--- src/rtl/copro_result_buffer.sv ---
// In-order result FIFO between the fixed-point execution unit and the core's result port.
// Issue credits keep a slot free for every in-flight instruction, since the unit cannot stall.
module copro_result_buffer #(
    parameter int unsigned XLEN     = 32,
    parameter int unsigned DEPTH    = 4,
    parameter type         hartid_t = logic,
    parameter type         id_t     = logic
) (
    input  logic            clk_i,
    input  logic            rst_ni,

    input  logic            issue_valid_i,
    output logic            issue_ready_o,

    input  logic            unit_valid_i,
    input  logic            unit_we_i,
    input  logic [XLEN-1:0] unit_result_i,
    input  hartid_t         unit_hartid_i,
    input  id_t             unit_id_i,
    input  logic [4:0]      unit_rd_i,

    output logic            result_valid_o,
    input  logic            result_ready_i,
    output logic [XLEN-1:0] result_data_o,
    output hartid_t         result_hartid_o,
    output id_t             result_id_o,
    output logic [4:0]      result_rd_o,
    output logic            result_we_o,

    output logic            overflow_o
);

    localparam int unsigned PW = (DEPTH > 1) ? $clog2(DEPTH) : 1;
    localparam int unsigned CW = PW + 1;

    typedef struct packed {
        logic            we;
        logic [XLEN-1:0] data;
        hartid_t         hartid;
        id_t             id;
        logic [4:0]      rd;
    } entry_t;

    entry_t          mem_q [DEPTH];
    entry_t          wr_entry;
    entry_t          head;

    logic [PW-1:0]   wr_ptr_q, wr_ptr_d;
    logic [PW-1:0]   rd_ptr_q, rd_ptr_d;
    logic [CW-1:0]   count_q, count_d;
    logic [CW-1:0]   inflight_q, inflight_d;
    logic            overflow_q, overflow_d;

    logic            issue_fire;
    logic            push;
    logic            pop;
    logic            full;
    logic            wr_en;
    logic [CW:0]     credit_sum;

    // Credits count both buffered and in-flight results; registers only, no input paths.
    assign credit_sum    = {1'b0, count_q} + {1'b0, inflight_q};
    assign issue_ready_o = credit_sum < (CW+1)'(DEPTH);

    assign issue_fire = issue_valid_i & issue_ready_o;
    assign push       = unit_valid_i;
    assign pop        = result_valid_o & result_ready_i;
    assign full       = (count_q == CW'(DEPTH));
    // A full FIFO still accepts a push when the head leaves in the same cycle.
    assign wr_en      = push & (~full | pop);

    assign wr_entry = '{we:     unit_we_i,
                        data:   unit_result_i,
                        hartid: unit_hartid_i,
                        id:     unit_id_i,
                        rd:     unit_rd_i};

    always_comb begin
        wr_ptr_d   = wr_ptr_q;
        rd_ptr_d   = rd_ptr_q;
        count_d    = count_q;
        inflight_d = inflight_q;
        overflow_d = overflow_q;

        if (wr_en) wr_ptr_d = wr_ptr_q + PW'(1);
        if (pop)   rd_ptr_d = rd_ptr_q + PW'(1);

        if (wr_en && !pop)      count_d = count_q + CW'(1);
        else if (!wr_en && pop) count_d = count_q - CW'(1);

        // A stray result with nothing in flight is still buffered; the counter saturates at 0.
        if (issue_fire && !push)
            inflight_d = inflight_q + CW'(1);
        else if (push && !issue_fire && inflight_q != '0)
            inflight_d = inflight_q - CW'(1);

        if (push && full && !pop) overflow_d = 1'b1;
    end

    always_ff @(posedge clk_i or negedge rst_ni) begin
        if (!rst_ni) begin
            wr_ptr_q   <= '0;
            rd_ptr_q   <= '0;
            count_q    <= '0;
            inflight_q <= '0;
            overflow_q <= 1'b0;
        end else begin
            wr_ptr_q   <= wr_ptr_d;
            rd_ptr_q   <= rd_ptr_d;
            count_q    <= count_d;
            inflight_q <= inflight_d;
            overflow_q <= overflow_d;
        end
    end

    // Storage is cleared on reset so the head fields read as zero while empty after reset.
    always_ff @(posedge clk_i or negedge rst_ni) begin
        if (!rst_ni) begin
            for (int i = 0; i < int'(DEPTH); i++) mem_q[i] <= '0;
        end else if (wr_en) begin
            mem_q[wr_ptr_q] <= wr_entry;
        end
    end

    assign head            = mem_q[rd_ptr_q];
    assign result_valid_o  = (count_q != '0);
    assign result_data_o   = head.data;
    assign result_hartid_o = head.hartid;
    assign result_id_o     = head.id;
    assign result_rd_o     = head.rd;
    assign result_we_o     = head.we;
    assign overflow_o      = overflow_q;

endmodule

--- config.mk ---
export PLATFORM = sky130hd
export DESIGN_NAME = copro_result_buffer
export DESIGN_NICKNAME = d
export VERILOG_FILES = /design/src/rtl/copro_result_buffer.sv
export SDC_FILE = /design/constraint.sdc
export NUM_CORES = 1
export LEC_CHECK = 0
export ABC_AREA = 1
export BUFFER_PORTS_ARGS = -buffer_cell sky130_fd_sc_hd__clkbuf_2
export CAP_MARGIN = 20
export CORE_AREA = 2 2 128 130
export DETAILED_ROUTE_END_ITERATION = 7
export DIE_AREA = 0 0 130 132
export HOLD_SLACK_MARGIN = 0.12
export MAX_ROUTING_LAYER = met4
export PLACE_DENSITY = 0.71
export SLEW_MARGIN = 20
export SYNTH_ARGS = -nofsm -noshare
export SYNTH_HDL_FRONTEND = slang
export SYNTH_SLANG_ARGS = --single-unit
--- constraint.sdc ---
create_clock -name clk_i -period 2.8 [get_ports clk_i]
set_input_delay 0.56 -clock clk_i [delete_from_list [all_inputs] [get_ports clk_i]]
set_output_delay 0.56 -clock clk_i [all_outputs]
set_load 0.05 [all_outputs]
* After elaboration in Yosys (flattened, before gate mapping)
Index checks and enable logic that the tools add are counted.
** Storage, ports and cells
- Bits in registers :: 171
- Input bits :: 45
- Output and inout bits :: 43
** Cells by class
- Add/subtract/negate cells :: 7
- $lt $le $gt $ge :: 4
- Equal/unequal tests :: 1
- Multiplexer cells :: 10
- Bitwise gates (word level) :: 7
- Reduce and logical (&&, ||, !) cells :: 16
** Operator list (count)
- $bwmux W160 :: 1
- $mux W40 :: 3
- $bmux W40 S2 :: 1
- $demux W40 S2 :: 1
- $mux W3 :: 4
- $logic_and A1 B1 Y1 :: 8
- $add A3 B1 Y3 const B :: 2
- $ge A3 B3 Y1 const B :: 2
- $not A2 Y3 :: 2
- $reduce_bool A3 Y1 :: 2
- $sub A3 B1 Y3 const B :: 2
- $add A2 B1 Y2 const B :: 2
- $add A3 B3 Y4 :: 1
- $logic_not A1 Y1 :: 4
- $lt A4 B3 Y1 const B :: 1
- $reduce_bool A2 Y1 :: 2
- $and A1 B1 Y1 :: 3
- $eq A3 B3 Y1 const B :: 1
- $lt A3 B1 Y1 const B :: 1
- $not A1 Y1 :: 1
- $or A1 B1 Y1 :: 1

* Longest topological paths before layout
- Depth after elaboration :: 8
- Mapped depth :: 13
- Mapped depth without buffers :: 13

* Worst setup path after synthesis
Ideal clock, no wire load.
- Path type :: reg-to-output
- Start :: reg rd_ptr_q[0]
- End :: out result_data_o[0]
- Arrival time :: 1.769 ns
- Required time :: 2.240 ns
- Slack :: 0.471 ns
- Stages on the path, launching flop included :: 6
- Cells stage by stage :: dfrtp_1 > clkbuf_1 > inv_2 > clkbuf_1 > nor2_1 > o22ai_1
** On the way
- Cells in the longest elaborated chain, start to end :: 4
** RTL lines
- from (decl) :: line 49 : logic [PW-1:0] rd_ptr_q, rd_ptr_d;
- from (signal assigned) :: line 109 : rd_ptr_q <= rd_ptr_d;
- $not A2 Y3 (not written as such) :: line 125 : assign head = mem_q[rd_ptr_q];
- $bmux W40 S2 :: line 125
- $mux W40 (not written as such) (2 in series) :: line 125
- to (decl) :: line 24 : output logic [XLEN-1:0] result_data_o,
No other way between the ends. The select of a mux whose other input is x is not followed.

* Worst setup path after layout
- Start :: reg rd_ptr_q[0]
- End :: out result_hartid_o
** On the way
- Cells in the longest elaborated chain, start to end :: 4
** RTL lines
- $not A2 Y3 (not written as such) :: line 125
- $bmux W40 S2 :: line 125
- $mux W40 (not written as such) (2 in series) :: line 125
- to (decl) :: line 25 : output hartid_t result_hartid_o,
No other way between the ends. The select of a mux whose other input is x is not followed.

==> out/qor.yml <==
coreArea_sq_mm: 0.0157
final_antenna_net_count: 0
highest_delay_cell_along_the_critical_path: "sky130_fd_sc_hd__dfrtp_2"
grt_pass1_vias: 6847
fin_setup_tns_ns: 0
die_height_um: 132
rsz0062_at_grt: "false"
max-cap-violations: 0
setup_viol: 0
htree_num_levels: 4
worst_setup_path_class: "reg2out"
finalWirelength_um: 21000
synth_enable_flop_cells: 0
area_growth_syn_to_layout_pct: 15.1
cts_tree: "done"
floorplan.die_area_sq_mm: 0.0172
floorplan.rows: 46
cts_post_setup_buffers_inserted: 0
synth_area_per_cell_sq_um: 8.07
reg2reg_depth: 10
grt_first_pass_wirelength_um: 35300
final-max-slew-violation-count: 0
syn_nets: 1050
fillCellCount: 1440
drive_above_1_share_pct: 14.1
cts-buffers-inserted: 17
finalNetCount: 1105
clock_latency_ns: 0.42
grt_start_max_net_pins: 116
synthesis.instances: 996
routabilityCongestion: 0.812
portion_of_the_post_synthesis_area_used_by_sequential_elements_pct: 53.2
timing.critical_path.fanout_max: 25
timing.critical_path.to_type: "primary output"
worstPathBufferInverterCount: 3
dpl.cell_count: 1246
min-delay-path-class: "in2reg"
hold_violations_final: 0
worstSetupPathDepth: 5
timing.critical_path.cells: "inv_2, buf_12, o21ai_0, o22ai_1, clkbuf_2"
detailed_route_via_count: 6966
fmax_mhz: 373
die-width_um: 130
ys_ff_latch: 171
period_needed_ns: 2.68
route.detailed.drc: 0
start_util_pct: 51.2
clock_path_buffers: 2
syn-cell-area_sq_mm: 0.00804
globalRouteTotalUtil_pct: 26.9
timing.critical_path.arrival_ns: 2.12
dp.final_hpwl_um: 12000
drtPass1Iterations: 5
wl_per_cell_um: 16.4
timing.final.crit_share_pct: 95.9
cts_clk_pin_slew_worst_paths_ns: 0.06
status: "completed"
grt_antenna_before_repair: 1
num_io_pins: 88
worstSetupStartpointType: "register"
cp_slowest_stage_delay_ns: 0.42
worst_ep_required_time_ns: 2.24
worst_path_dominant_cell_family: "buffers and inverters"
layoutNonFillerInstCount: 1280
worst_pin_slew_ns: 0.606
r2r-end: "count_q[1]"
timing.slew.headroom_pct: 59.5
detailedRoute.firstIterationViolations: 548
worst_r2r_startpoint: "count_q[1]"
setup.worst_path.start: "rd_ptr_q[0]"
skew_ns: 0.00667
async_reset_ff_share_pct: 100
clock_sinks: 171
yosysUniqueCellTypes: 29
root_driver: "sky130_fd_sc_hd__clkbuf_16"
port_buffers: 87
gr-total-overflow: 0
worst_setup_path_endpoint: "result_hartid_o"
synthFlopType: "sky130_fd_sc_hd__dfrtp_1"
r2r_slack_ns: 0.50
via_per_inst: 5.44
fin_util_pct: 58.9
synthesis.yosys.warnings: 0
registers in the layout (all words and copies together) (netlist names):
name,cells
mem_q,160
count_q,3
inflight_q,3
rd_ptr_q,2
wr_ptr_q,2
overflow_o,1
cells by family after synthesis:
| group | synth area share, % |
|---|---|
| DFF | 53.2 |
| buffers and inverters | 5.38 |
| adders and majority gates | 1.59 |
| AOI/OAI and AO/OA | 18.5 |
| and+or+nand+nor | 20.6 |
| muxes | 0.140 |
| xor gates and xnor gates | 0.545 |
area by class of cell:
cell class | instances | area, sq um | share of cell area (%)
inverters | 19 | 71.3 | 0.771
multi-input cells | 731 | 3350 | 36.2
diodes | 1 | 2.50 | 0.0270
repair buffers | 111 | 732 | 7.91
clock inverters | 8 | 68.8 | 0.744
flip-flops and latches | 171 | 4280 | 46.3
clock buffers | 23 | 478 | 5.17
well taps | 216 | 270 | 2.92
worst min-delay path by stage:
stage / start / end / depth (start not counted)
floorplan: rst_ni / count_q[0] / 0
global placement: mem_q[34] / mem_q[34] / 2
detailed placement: mem_q[34] / mem_q[34] / 2
CTS: unit_result_i[22] / mem_q[109] / 3
global route: unit_result_i[28] / mem_q[75] / 3
finish: unit_result_i[22] / mem_q[109] / 3
synthesized netlist by cell type, types with 2 or more instances:
master                       n  area [sq um]
sky130_fd_sc_hd__a21oi_1     2          10.0
sky130_fd_sc_hd__buf_1       2          7.51
sky130_fd_sc_hd__buf_2      17          85.1
sky130_fd_sc_hd__buf_4      10          75.1
sky130_fd_sc_hd__buf_6       2          22.5
sky130_fd_sc_hd__clkbuf_1   39           146
sky130_fd_sc_hd__clkbuf_2    5          25.0
sky130_fd_sc_hd__dfrtp_1   171          4280
sky130_fd_sc_hd__fa_1        2          40.0
sky130_fd_sc_hd__ha_1        7          87.6
sky130_fd_sc_hd__inv_1      18          67.6
sky130_fd_sc_hd__nand2_1   329          1230
sky130_fd_sc_hd__nand2_2     3          18.8
sky130_fd_sc_hd__nand3_1     5          25.0
sky130_fd_sc_hd__nand4_1     2          12.5
sky130_fd_sc_hd__nor2_1     85           319
sky130_fd_sc_hd__nor2_4      2          22.5
sky130_fd_sc_hd__o21ai_0   198           991
sky130_fd_sc_hd__o21ai_1    45           225
sky130_fd_sc_hd__o22ai_1    40           250
sky130_fd_sc_hd__xor2_1      4          35.0
per-layer routing:
metal,up-vias,global-route usage (%),wire (um)
li1,3380,-,-
met1,3348,38.0,9740
met2,222,40.1,9830
met3,16,5.44,1270
met4,0,6.51,196
met5,-,-,0
per-stage QoR:
| step | hold WS [ns] | area, sq um | setup WS, ns |
|---|---|---|---|
| after global routing | 0.378 | 9250 | 0.0156 |
| after detailed placement | 0.470 | 8660 | 0.527 |
| final | 0.386 | 9250 | 0.116 |
| after CTS | 0.371 | 9220 | 0.116 |
| after global placement | 0.463 | 8660 | 0.574 |
| after floorplan | 0.264 | 8040 | 0.471 |
cells in the final DEF (no fill, tap or decap), types with 3 or more instances in the layout:
master | netlist | layout
sky130_fd_sc_hd__buf_12 | 0 | 7
sky130_fd_sc_hd__buf_4 | 10 | 15
sky130_fd_sc_hd__clkbuf_1 | 39 | 3
sky130_fd_sc_hd__clkbuf_16 | 0 | 17
sky130_fd_sc_hd__clkbuf_2 | 5 | 86
sky130_fd_sc_hd__clkbuf_8 | 0 | 3
sky130_fd_sc_hd__clkinv_2 | 0 | 6
sky130_fd_sc_hd__dfrtp_1 | 171 | 170
sky130_fd_sc_hd__ha_1 | 7 | 7
sky130_fd_sc_hd__inv_1 | 18 | 18
sky130_fd_sc_hd__nand2_1 | 329 | 329
sky130_fd_sc_hd__nand3_1 | 5 | 5
sky130_fd_sc_hd__nor2_1 | 85 | 83
sky130_fd_sc_hd__nor2_4 | 2 | 4
sky130_fd_sc_hd__o21ai_0 | 198 | 198
sky130_fd_sc_hd__o21ai_1 | 45 | 45
sky130_fd_sc_hd__o22ai_1 | 40 | 40
sky130_fd_sc_hd__xor2_1 | 4 | 4
repair_timing:
item | 4_1_cts | 5_1_grt
hold buffers | 1 | 0
resized for setup | 0 | 0
endpoints found under the hold margin | 49 | 0
worst min-delay path, delay by kind of cell:
family	cells	cell delay (ns)
buffers and inverters	1	0.11
and+or+nand+nor	2	0.10
Power is not shown: default switching activity piles up to over one toggle a cycle in this logic, so the estimate is an artifact.
